==> src/rtl/usb_crc_pkg.sv <==
// Shared USB CRC16 constants and checker state encoding; reused by the transmit-side generator.
package usb_crc_pkg;

  localparam logic [15:0] CRC16_POLY_REFL = 16'hA001;
  localparam logic [15:0] CRC16_INIT      = 16'hFFFF;
  localparam logic [15:0] CRC16_RESIDUE   = 16'hB001;

  typedef enum logic [1:0] {
    ST_IDLE  = 2'd0,
    ST_HOLD1 = 2'd1,
    ST_HOLD2 = 2'd2,
    ST_RUN   = 2'd3
  } chk_state_e;

endpackage

==> src/rtl/crc16_update.sv <==
// Combinational one-byte step of the reflected USB CRC16 (LSB first), no latency, no flow control.
module crc16_update
  import usb_crc_pkg::*;
(
  input  logic [15:0] crc_in,
  input  logic [7:0]  data,
  output logic [15:0] crc_out
);

  logic [15:0] crc_w;

  always_comb begin
    crc_w = crc_in ^ {8'h00, data};
    for (int i = 0; i < 8; i++) begin
      crc_w = crc_w[0] ? ((crc_w >> 1) ^ CRC16_POLY_REFL) : (crc_w >> 1);
    end
  end

  assign crc_out = crc_w;

endmodule

==> config.mk <==
export PLATFORM = sky130hd
export DESIGN_NAME = crc16_update
export DESIGN_NICKNAME = d
export VERILOG_FILES = /design/src/rtl/usb_crc_pkg.sv /design/src/rtl/crc16_update.sv
export SDC_FILE = /design/constraint.sdc
export NUM_CORES = 1
export LEC_CHECK = 0
export CORE_AREA = 3 3 40 42
export DETAILED_ROUTE_END_ITERATION = 8
export DIE_AREA = 0 0 43 45
export PLACE_DENSITY = 0.83
export REMOVE_ABC_BUFFERS = 1
export SYNTH_ARGS = -nofsm -noshare
export SYNTH_HDL_FRONTEND = slang
export SYNTH_SLANG_ARGS = --single-unit
==> constraint.sdc <==
create_clock -name vclk -period 2.3
set_input_delay 0.46 -clock vclk [all_inputs]
set_output_delay 0.46 -clock vclk [all_outputs]
set_load 0.01 [all_outputs]
==> qor.txt <==
synth unique cells: 7
initial antenna violation count: 0
RSZ-0062 raised after global routing: true
I/O pins: 40
most common cell after layout, fill and taps aside: buf_4
crit path to: crc_out[14]
Max-Slew Margin vs Limit: 84.6%
vias per cell: 3.91
largest net degree at the start of global routing: 4
sequential cells: 0
Final Setup Violations: 0
Die ar.: 1940 um2
drt initial violations: 0
post-route ant nets: 0
Critical Path Sink Type: primary output
Syn. warnings: 0
share of layout cells above drive strength 1: 54.7%
Starting Density: 21.7%
std cell rows: 13
gp weighted congestion: 0.618
Final HPWL DP: 668 um
Synth Area per Inst: 9.62 um2
min Tclk post-route: 2260 ps
Max VDD drop: 0.000278 V
Final period util: 98.1%
die height: 45 um
vias in the first global route: 401
critical path arrival: 1800 ps
Pwr Total: 0.000444 W
Req. time, crit path: 1840 ps
CLK BUF: 0
number of I/O port buffers: 30
outcome: finished clean
hold slack: 920 ps
fin nets: 101
Max Slew Vio Count: 0
synthesized netlist cell count: 29
Sum Neg Setup Slack: 0 ps
FF/Latch Area: 0 um2
Syn-to-layout area delta: 185%
Critical Path Source: data[3]
via count: 352
Crit Path Class: in -> out
Avg WL per Cell: 10.5 um
synthesized area: 279 um2
f_max: 0.443 GHz
Pre-antenna DRT Iters: 1
commonest cells after routing, fill and taps aside: 19 x buf_4, 15 x dlygate4sd2_1, 7 x clkdlybuf4s50_1
Slew @ Worst Pin: 231 ps
GRT overflow: 0
Startpoint Class: input port
Seq/Total Area, Yosys: 0%
Final Hold Viols: 0
gr usage total: 9.36%
worst hold path type: in -> out
pwr/cell area: 558 nW/um2
first-pass GRT wire length: 1470 um
Leak: 0.397 nW
die width: 43 um
Max FO, Critical Path: 3
MaxCap Viol Count: 0
# diodes: 0
WL final: 941 um
area of the core: 1280 um2
drc violations: 0
[Yosys cell counts (all sizes together)]
cell type | number | area share, %
buf | 5 | 13
inv | 1 | 1.3
xnor2 | 14 | 49
xnor3 | 1 | 8.1
xor2 | 8 | 28
[layout make-up]
class | count | area, um2
Multi-Input combinational cell | 23 | 354
Tap cell | 15 | 18.8
Inverter | 1 | 3.75
Timing Repair Buffer | 51 | 419
Fill cell | 110 | 489
[logic make-up (layout without fill, tap and decap cells)]
kind of cell | count (synthesis) | in the layout | synth area share, %
XOR/XNOR | 23 | 23 | 85.2
buffers and inverters | 6 | 52 | 14.8
[repair_timing]
action / CTS / global route
setup buffers: 8 / 4
hold buffers: 0 / 0
pin swaps: 13 / 10
resized for setup: 43 / 12
hold endpoints to repair: 0 / 0
setup endpoints to repair: 10 / 5
[through the flow]
step | setup slack (ps) | instances | util [%] | area [um2]
after floorplan | 263 | 24 | - | 241
after global placement | -592 | 79 | 49.5 | 636
after detailed placement | -631 | 79 | 49.5 | 636
after CTS | 7.29 | 87 | 58.7 | 754
after global routing | -25.4 | 90 | 61.9 | 796
final | 43.4 | 90 | 61.9 | 796
[per-layer routing]
metal	GRT usage, %	vias to the layer above	wire [um]
met5	0	-	0
li1	-	169	-
met2	21.9	24	595
met3	1.59	0	72
met4	0	0	0
met1	8.54	159	273
[worst min-delay path by stage]
stage               startpoint          to  slack (ps)  cells after the start
global route         crc_in[9]  crc_out[1]         920                      0
floorplan            crc_in[9]  crc_out[1]         920                      0
CTS                  crc_in[9]  crc_out[1]         920                      0
finish               crc_in[9]  crc_out[1]         920                      0
detailed placement   crc_in[9]  crc_out[1]         920                      0
global placement     crc_in[9]  crc_out[1]         920                      0
[report_power, final]
group | switching, W | leakage [nW] | total (W) | internal (W)
clock | 0 | 0 | 0 | 0
combinational | 0.000172 | 0.397 | 0.000444 | 0.000272
sequential | 0 | 0 | 0 | 0
total | 0.000172 | 0.397 | 0.000444 | 0.000272
[critical path, cell delays in order]
cell and delay (ps):
dlygate4sd2_1 260, xnor2_2 150, xor2_1 160, buf_4 160, buf_4 140, xor2_2 160
xnor2_1 140, buf_2 160
Note: power is estimated with default switching activity, not from simulation.
